`config.mk`:
```
export PLATFORM = sky130hd
export DESIGN_NAME = bit_serial_addsub_ctrl
export DESIGN_NICKNAME = d
export VERILOG_FILES = /design/src/rtl/bit_serial_addsub_ctrl.sv
export SDC_FILE = /design/constraint.sdc
export NUM_CORES = 1
export LEC_CHECK = 0
export CORE_UTILIZATION = 40
export CTS_BUF_LIST = sky130_fd_sc_hd__clkbuf_8
export CTS_CLUSTER_SIZE = 28
export DETAILED_ROUTE_END_ITERATION = 8
export PLACE_DENSITY = 0.64
export SLEW_MARGIN = 20
export SYNTH_ARGS = -nofsm -noshare
export SYNTH_HDL_FRONTEND = slang
export SYNTH_SLANG_ARGS = --single-unit
```
`constraint.sdc`:
```
create_clock -name clk -period 2.25 [get_ports clk]
set_input_delay 0.45 -clock clk [delete_from_list [all_inputs] [get_ports clk]]
set_output_delay 0.45 -clock clk [all_outputs]
set_load 0.02 [all_outputs]
```
`src/rtl/bit_serial_addsub_ctrl.sv`:
```
// bit_serial_addsub_ctrl: LSB-first bit-serial add/sub sequencer over one 1-bit slice; optional signed overflow via ADDSUB_OVF_EN
module bit_serial_addsub_ctrl #(
  parameter int WIDTH = 8
) (
  input  logic             clk,
  input  logic             rst,
  input  logic             start,
  input  logic             op,
  input  logic [WIDTH-1:0] a,
  input  logic [WIDTH-1:0] b,
  output logic             busy,
  output logic             done,
  output logic [WIDTH-1:0] result,
  output logic             carry_out,
  output logic             overflow
);
  localparam logic [1:0] IDLE = 2'd0;
  localparam logic [1:0] RUN  = 2'd1;
  localparam logic [1:0] DONE = 2'd2;
  localparam int CW = $clog2(WIDTH);
  logic [1:0]       state;
  logic [WIDTH-1:0] a_sr, b_sr;
  logic             op_r, cy, bx, s, co, last;
  logic [CW-1:0]    cnt;
  // one full add/sub slice; b is inverted for subtract and cy starts at op
  always_comb begin
    bx   = b_sr[0] ^ op_r;
    s    = a_sr[0] ^ bx ^ cy;
    co   = (a_sr[0] & bx) | (cy & (a_sr[0] ^ bx));
    last = cnt == CW'(WIDTH - 1);
  end
  assign busy      = state == RUN;
  assign done      = state == DONE;
  assign carry_out = cy;
`ifdef ADDSUB_OVF_EN
  logic ovf;
  assign overflow = ovf;
  // signed overflow: carry into MSB differs from carry out of MSB
  always_ff @(posedge clk) begin
    if (rst) ovf <= 1'b0;
    else if (state == RUN && last) ovf <= cy ^ co;
  end
`else
  assign overflow = 1'b0;
`endif
  // sequencer: latch on start, shift one bit per cycle, then a single DONE cycle
  always_ff @(posedge clk) begin
    if (rst) begin
      state  <= IDLE;
      a_sr   <= '0;
      b_sr   <= '0;
      op_r   <= 1'b0;
      cy     <= 1'b0;
      cnt    <= '0;
      result <= '0;
    end else if (state == IDLE) begin
      if (start) begin
        state <= RUN;
        a_sr  <= a;
        b_sr  <= b;
        op_r  <= op;
        cy    <= op;
        cnt   <= '0;
      end
    end else if (state == RUN) begin
      a_sr   <= a_sr >> 1;
      b_sr   <= b_sr >> 1;
      result <= {s, result[WIDTH-1:1]};
      cy     <= co;
      cnt    <= cnt + 1'b1;
      state  <= last ? DONE : RUN;
    end else begin
      state <= IDLE;
    end
  end
endmodule

```
# Word level (Yosys, flattened, before mapping)

Index checks and enable logic that the tools add are counted.

Flip-flop bits (word level): 31
Input bits: 20
Output and inout port bits: 12
Logic and storage cells: 40

Add/subtract/negate cells: 1
Eq/ne operators: 4
Multiplexer cells: 16
Bitwise logic cells: 7
Reduce and logical (&&, ||, !) cells: 5

Operators by type and width:

| operator              | count |
|---|---|
| $mux W8               | 6 |
| $mux W3               | 3 |
| $mux W2               | 4 |
| $reduce_and A2 Y1     | 3 |
| $add A3 B1 Y3 const B | 1 |
| $eq A3 B3 Y1 const B  | 1 |
| $mux W1               | 3 |
| $xor A1 B1 Y1         | 3 |
| $and A1 B1 Y1         | 2 |
| $eq A2 B1 Y1 const B  | 1 |
| $eq A2 B2 Y1 const B  | 1 |
| $logic_not A2 Y1      | 1 |
| $ne A2 B2 Y1 const B  | 1 |
| $reduce_bool A2 Y1    | 1 |
| $not A1 Y1            | 1 |
| $or A1 B1 Y1          | 1 |

# Logic depth before layout (Yosys ltp)

Gate-level depths: netlist of the first run.

Depth after elaboration: 6
Mapped depth: 7
Mapped depth without buffers: 5

# Worst setup path before layout of the first run

Ideal clock, no wire load.

Kind: register to output
From: register state[0]
To: output done
Arrival time: 0.921 ns
Data required time: 1.800 ns
Path slack: 0.879 ns
Stages on the path, launching flop included: 4
Buffers on the path: 2
Cell sequence: dfxtp_1 -> buf_4 -> buf_2 -> nor2b_1

Cells in the longest elaborated chain, start to end: 1

Ends and longest elaborated chain:

| what                   | RTL line | source |
|---|---|---|
| from (decl)            | 21       | `logic [1:0] state;` |
| from (signal assigned) | 71       | `state <= last ? DONE : RUN;` |
| $eq A2 B2 Y1           | 33       | `assign done = state == DONE;` |
| to (decl)              | 12       | `output logic done,` |

No other way between the ends.

# Worst setup path after layout of the first run

From: register state[1]
To: output busy

Cells in the longest elaborated chain, start to end: 1

Ends and longest elaborated chain:

| what         | RTL line | source |
|---|---|---|
| $eq A2 B1 Y1 | 32       | `assign busy = state == RUN;` |
| to (decl)    | 11       | `output logic busy,` |

No other way between the ends.

==> results of run 1 <==
[flip-flops by register name (all words and copies together), names as in the netlist]
| register | cells |
|---|---|
| result | 8 |
| carry_out | 1 |
| op_r | 1 |
| cnt | 3 |
| b_sr | 8 |
| state | 2 |
| a_sr | 8 |
[final cells by class]
cell class / instances / area (µm²) / share of cell area (%)
timing repair buffer: 34 / 330.3 / 19.08
sequential: 31 / 620.6 / 35.84
clock inverter: 1 / 3.754 / 0.2168
multi-input combinational: 98 / 635.6 / 36.71
clock buffer: 5 / 68.82 / 3.974
tap: 44 / 55.05 / 3.179
inverter: 4 / 17.52 / 1.012
[worst max-delay path: stages (launching register included)]
cell and delay [ps]:
dfxtp_1 360, nand2b_1 210, inv_4 150, clkdlybuf4s50_1 620
[worst max-delay path by stage]
stage                      endpoint  cells past startpoint             startpoint
5_1_grt                        busy                      3  state[1]$_SDFFE_PP0P_
2_1_floorplan                  done                      3  state[0]$_SDFFE_PP0P_
3_3_place_gp   a_sr[6]$_SDFFE_PP0P_                      5                  start
3_5_place_dp   a_sr[4]$_SDFFE_PP0P_                      5                  start
6_report                       busy                      3  state[1]$_SDFFE_PP0P_
4_1_cts                        busy                      3  state[1]$_SDFFE_PP0P_
[per-stage QoR]
stage               worst slack (ps)  util (%)
floorplan                      879.3         -
global placement               473.6     53.04
detailed placement             383.1     53.04
CTS                            154.3     55.36
global route                   91.93     55.36
finish                         175.0     55.36
[cell usage in the layout (no fill, tap or decap), types with 4 or more instances in the layout]
cell / instances
nor2_1: 20
clkdlybuf4s50_1: 30
dfxtp_1: 31
buf_4: 4
a21oi_1: 10
nand2_1: 16
a211oi_1: 15
inv_1: 4
clkbuf_8: 5
mux2i_1: 16
[per-layer routing]
layer	share of wire, %	routed length, µm
met4	2.2	56
met2	45	1127
met1	47	1178
met5	0	0
met3	5.8	145
[power by group]
part	leakage (nW)	switching (W)	internal (W)	total, W
combinational	0.355	0.0000877	0.0000915	0.000179
clock	0.0413	0.000184	0.000201	0.000385
sequential	0.255	0.0000188	0.000583	0.000602
total	0.651	0.000290	0.000875	0.00117
[kinds of logic (layout without fill, tap and decap cells)]
group	Yosys count	after routing	synth area share [%]
compound gates	33	33	16.94
xor+xnor	1	1	0.6447
fa+ha+maj	3	3	3.315
buf+inv	16	44	7.551
flops	31	31	45.67
mux	16	16	11.79
other cells	1	1	0.2760
simple gates	44	44	13.81
==> out/qor.txt, run 1 <==
post-route minimum period - 2075 ps
hold path depth - 2
Final setup viols - 0
Worst Hold Slack - 459.4 ps
critical path peak fanout - 13
GP Congestion - 0.6829
synthesized area per cell - 9.371 µm²
first-pass GRT wire length - 4105 µm
clk buf depth - 2
met2 Resource Use GR - 24.65%
clock sinks - 31
max cap viols - 0
Yosys warning total - 0
Clock Latency Late Sink - 280 ps
period utilization - 92.22%
clock transition at the registers of the reported paths - 60 ps
r2r setup slk - 720 ps
post-synth top area share - 45.67%
crit path launch type - register
FF-to-FF Start - state[0]$_SDFFE_PP0P_
Die Wd - 60.29 µm
RSZ-0062 raised after global routing - no
Site Rows - 20
CTS root buffer - clkbuf_8
global routing's busiest layer - met2
ys async rst share - 0%
Vias - 1052
Pre-Repair DR Iteration Count - 3
skew final - 1.996 ps
M1 GR Usage - 17.72%
sequential element share of the synthesized area - 45.67%
peak supply drop - 274.6 µV
area delta synth->final - 27.44%
met3 usage - 6.926%
Area after DPL - 1659 µm²
n_diodes - 0
Hold Buf Count CTS - 0
Port Buffers - 30
Yosys reg bits - 31
GR Util All Layers - 15.82%
Cells after Synth - 145
initial antenna violation count - 0
Slew Limit Fails - 0
cell total after placement - 211
terminus of the critical flop-to-flop path - a_sr[4]$_SDFFE_PP0P_
Peak Freq - 481.9 MHz
Die Y-Extent - 60.29 µm
Setup Total Neg Slack - 0 ps
Hold Path Sink - result[0]$_SDFFE_PP0P_
Hold Vio Cnt, Final - 0
leak pwr - 0.6515 nW
status - finished, final reports clean
post-route cell area - 1732 µm²
pin count of the biggest net entering global routing - 32
Antenna Nets Post-Route - 0
share of layout cells above drive strength 1 - 7.514%
vias per cell - 4.848
final net count - 197
Synthesized Nets - 168
total power - 0.001166 W
starting density of the core - 43.44%
core area - 3128 µm²
Post-synth EDFFs - 0
Post-CTS Resized - 0
most frequent cells after synthesis - dfxtp_1, nor2_1, mux2i_1, nand2_1, a211oi_1
Finished Layout Cells - 217
H-Tree Depth - 2
Crit Path Class - reg2out
clock buffer count from CTS - 5
Avg WL per Cell - 11.55 µm
Primary FF master, synth - dfxtp_1
CTS tree - built
Post-CTS Setup Inserts - 0
Die ar. - 3634 µm²
DPL Wire Length - 1719 µm
Starting DRT DRC Count - 20
Hold Startpoint - result[0]$_SDFFE_PP0P_
top post-synthesis cells by area - dfxtp_1, mux2i_1, a211oi_1
DRC violations left - 0
WL final - 2507 µm
Syn Std Cell Area - 1359 µm²
gr ovfl total - 0
Cell Pwr Density - 673.2 nW/µm²
I/O pins - 32
vias in the first global route - 1005
Setup crit end kind - primary output
critical path arrival - 1620 ps
CP required - 1800 ps
Fill cells - 321
cell with the most instances after synthesis - dfxtp_1
min-delay worst type - reg2reg
cell count of the worst reg-to-reg path - 5
cell taking the most area after synthesis - dfxtp_1
count of distinct cell types in the synthesized netlist - 30
No activity file was read; power rests on OpenSTA's default activity.
==> run 2: changes to the inputs <==
--- a/config.mk
+++ b/config.mk
@@ -10,7 +10,7 @@
 export CTS_CLUSTER_SIZE = 28
 export DETAILED_ROUTE_END_ITERATION = 8
 export PLACE_DENSITY = 0.64
-export SLEW_MARGIN = 20
+export SLEW_MARGIN = 10
 export SYNTH_ARGS = -nofsm -noshare
 export SYNTH_HDL_FRONTEND = slang
 export SYNTH_SLANG_ARGS = --single-unit
==> results of run 2 <==
No change in the layout: final DEF, timing and power equal those of run 1.
==> run 3: changes to the inputs <==
--- a/config.mk
+++ b/config.mk
@@ -9,6 +9,7 @@
 export CTS_BUF_LIST = sky130_fd_sc_hd__clkbuf_8
 export CTS_CLUSTER_SIZE = 28
 export DETAILED_ROUTE_END_ITERATION = 8
+export HOLD_SLACK_MARGIN = 0.1
 export PLACE_DENSITY = 0.64
 export SLEW_MARGIN = 10
 export SYNTH_ARGS = -nofsm -noshare
==> constraint.sdc (replaced) <==
create_clock -name clk -period 2.4 [get_ports clk]
set_input_delay 0.48 -clock clk [delete_from_list [all_inputs] [get_ports clk]]
set_output_delay 0.48 -clock clk [all_outputs]
set_load 0.02 [all_outputs]
==> out/qor.txt, run 3 (same netlist as run 1, synthesis figures left out) <==
most common cell after layout, fill and taps aside - dfxtp_1 (unchanged)
starting density of the core - 43.44% (unchanged)
Peak Freq - 468.3 MHz
Vias - 1066 (was 1052)
post-route minimum period - 2135 ps
period utilization - 88.97%
share of layout cells above drive strength 1 - 7.514% (unchanged)
DRC violations left - 0 (unchanged)
FF/Latch Area - 620.6 µm² (unchanged)
Fill cells - 313 (was 321)
crit path launch type - register (unchanged)
critical path peak fanout - 13 (unchanged)
first-pass GRT wire length - 4188 µm (was 4105 µm)
critical path arrival - 1660 ps (was 1620 ps)
status - finished, final reports clean (unchanged)
Antenna Nets Post-Route - 0 (unchanged)
Avg WL per Cell - 11.59 µm (was 11.55 µm)
Setup Total Neg Slack - 0 ps (unchanged)
GP Congestion - 0.7386 (was 0.6829)
most frequent cells in the layout - dfxtp_1, clkdlybuf4s50_1, nor2_1, mux2i_1, nand2_1 (unchanged)
clock transition at the registers of the reported paths - 60 ps (about the same)
max cap viols - 0 (unchanged)
GR Util All Layers - 16.05% (was 15.82%)
Clock Latency Late Sink - 280 ps (about the same)
Crit Path Class - reg2out (unchanged)
Cell Pwr Density - 631.7 nW/µm² (was 673.2 nW/µm²)
pin count of the biggest net entering global routing - 32 (unchanged)
n_diodes - 0 (unchanged)
CTS root buffer - clkbuf_8 (unchanged)
Hold Buf Count CTS - 0 (unchanged)
Port Buffers - 30 (unchanged)
post-route cell area - 1732 µm² (unchanged)
min-delay worst type - reg2reg (unchanged)
Hold Vio Cnt, Final - 0 (unchanged)
Starting DRT DRC Count - 30 (was 20)
gr ovfl total - 0 (unchanged)
Area after DPL - 1659 µm² (unchanged)
Post-CTS Resized - 0 (unchanged)
skew final - 4.366 ps (was 1.996 ps)
clk buf depth - 2 (unchanged)
vias per cell - 4.912 (was 4.848)
clock sinks - 31 (unchanged)
H-Tree Depth - 2 (unchanged)
final net count - 197 (unchanged)
Slew Limit Fails - 0 (unchanged)
area delta synth->final - 27.44% (unchanged)
clock buffer count from CTS - 5 (unchanged)
Die Wd - 60.29 µm (unchanged)
initial antenna violation count - 0 (unchanged)
Pre-Repair DR Iteration Count - 4 (was 3)
DPL Wire Length - 1743 µm (was 1719 µm)
Largest regs - a_sr (8), b_sr (8), result (8) (unchanged)
Site Rows - 20 (unchanged)
Die Y-Extent - 60.29 µm (unchanged)
vias in the first global route - 1009 (was 1005)
Die ar. - 3634 µm² (unchanged)
I/O pins - 32 (unchanged)
WL final - 2515 µm (was 2507 µm)
leak pwr - 0.6519 nW (was 0.6515 nW)
CTS tree - built (unchanged)
peak supply drop - 348.6 µV (was 274.6 µV)
Setup crit end kind - primary output (unchanged)
Post-CTS Setup Inserts - 0 (unchanged)
Slew @ Worst Pin - 556.1 ps
core area - 3128 µm² (unchanged)
Final setup viols - 0 (unchanged)
RSZ-0062 raised after global routing - no (unchanged)
footprint of the multi-input gates - 635.6 µm² (unchanged)
CP required - 1920 ps (was 1800 ps)
Worst slew margin - 62.93%
[run 3: cell counts in the layout (fill, tap and decap cells not counted)]
No cell type changed its count.
[run 3: layout make-up]
cell class,instances,share of cell area (%)
Inverter,4,1.012
Sequential cell,31,35.84
Timing Repair Buffer,34,19.08
Clock inverter,1,0.2168
Tap cell,44,3.179
Multi-Input combinational cell,98,36.71
Clock buffer,5,3.974
[run 3: critical path, stage by stage (launching register included)]
cell             delay (ps)
dfxtp_1                 380
nand2b_1                220
inv_4                   150
clkdlybuf4s50_1         620
[run 3: path summary, 6_finish.rpt]
kind / start / end / slack (ps) / cells after the start
setup / recovery: state[1]$_SDFFE_PP0P_ / busy / 260 / 3
setup reg to reg: state[0]$_SDFFE_PP0P_ / a_sr[5]$_SDFFE_PP0P_ / 790 / 4
hold / removal: result[6]$_SDFFE_PP0P_ / result[5]$_SDFFE_PP0P_ / 470 / 2
hold reg to reg: result[6]$_SDFFE_PP0P_ / result[5]$_SDFFE_PP0P_ / 470 / 2
[run 3: layer usage]
metal	up-vias	global-route usage [%]	wire length, µm
met3	7	6.277	144
met5	-	0	0
met4	0	9.967	53
met2	27	25.75	1126
li1	552	-	-
met1	480	17.62	1190
[run 3: per-stage QoR]
| stage | utilization (%) | std cells | hold WS, ps | power [W] | worst slack (ps) |
|---|---|---|---|---|---|
| finish | 55.36 | 217 | 468.2 | 0.001094 | 264.8 |
| global placement | 53.04 | 211 | 444.2 | 0.0007387 | 473.3 |
| floorplan | - | 145 | 438.4 | 0.0006893 | 999.3 |
| global route | 55.36 | 217 | 493.1 | 0.001151 | 168.2 |
| detailed placement | 53.04 | 211 | 464.2 | 0.0007442 | 414.5 |
| CTS | 55.36 | 217 | 473.5 | 0.001108 | 258.4 |
[run 3: report_power, final]
group | total [W] | switching [W] | leakage, nW | internal [W]
registers | 0.000564 | 0.0000177 | 0.255 | 0.000547
logic | 0.000167 | 0.0000809 | 0.356 | 0.0000858
clock network | 0.000363 | 0.000175 | 0.0413 | 0.000188
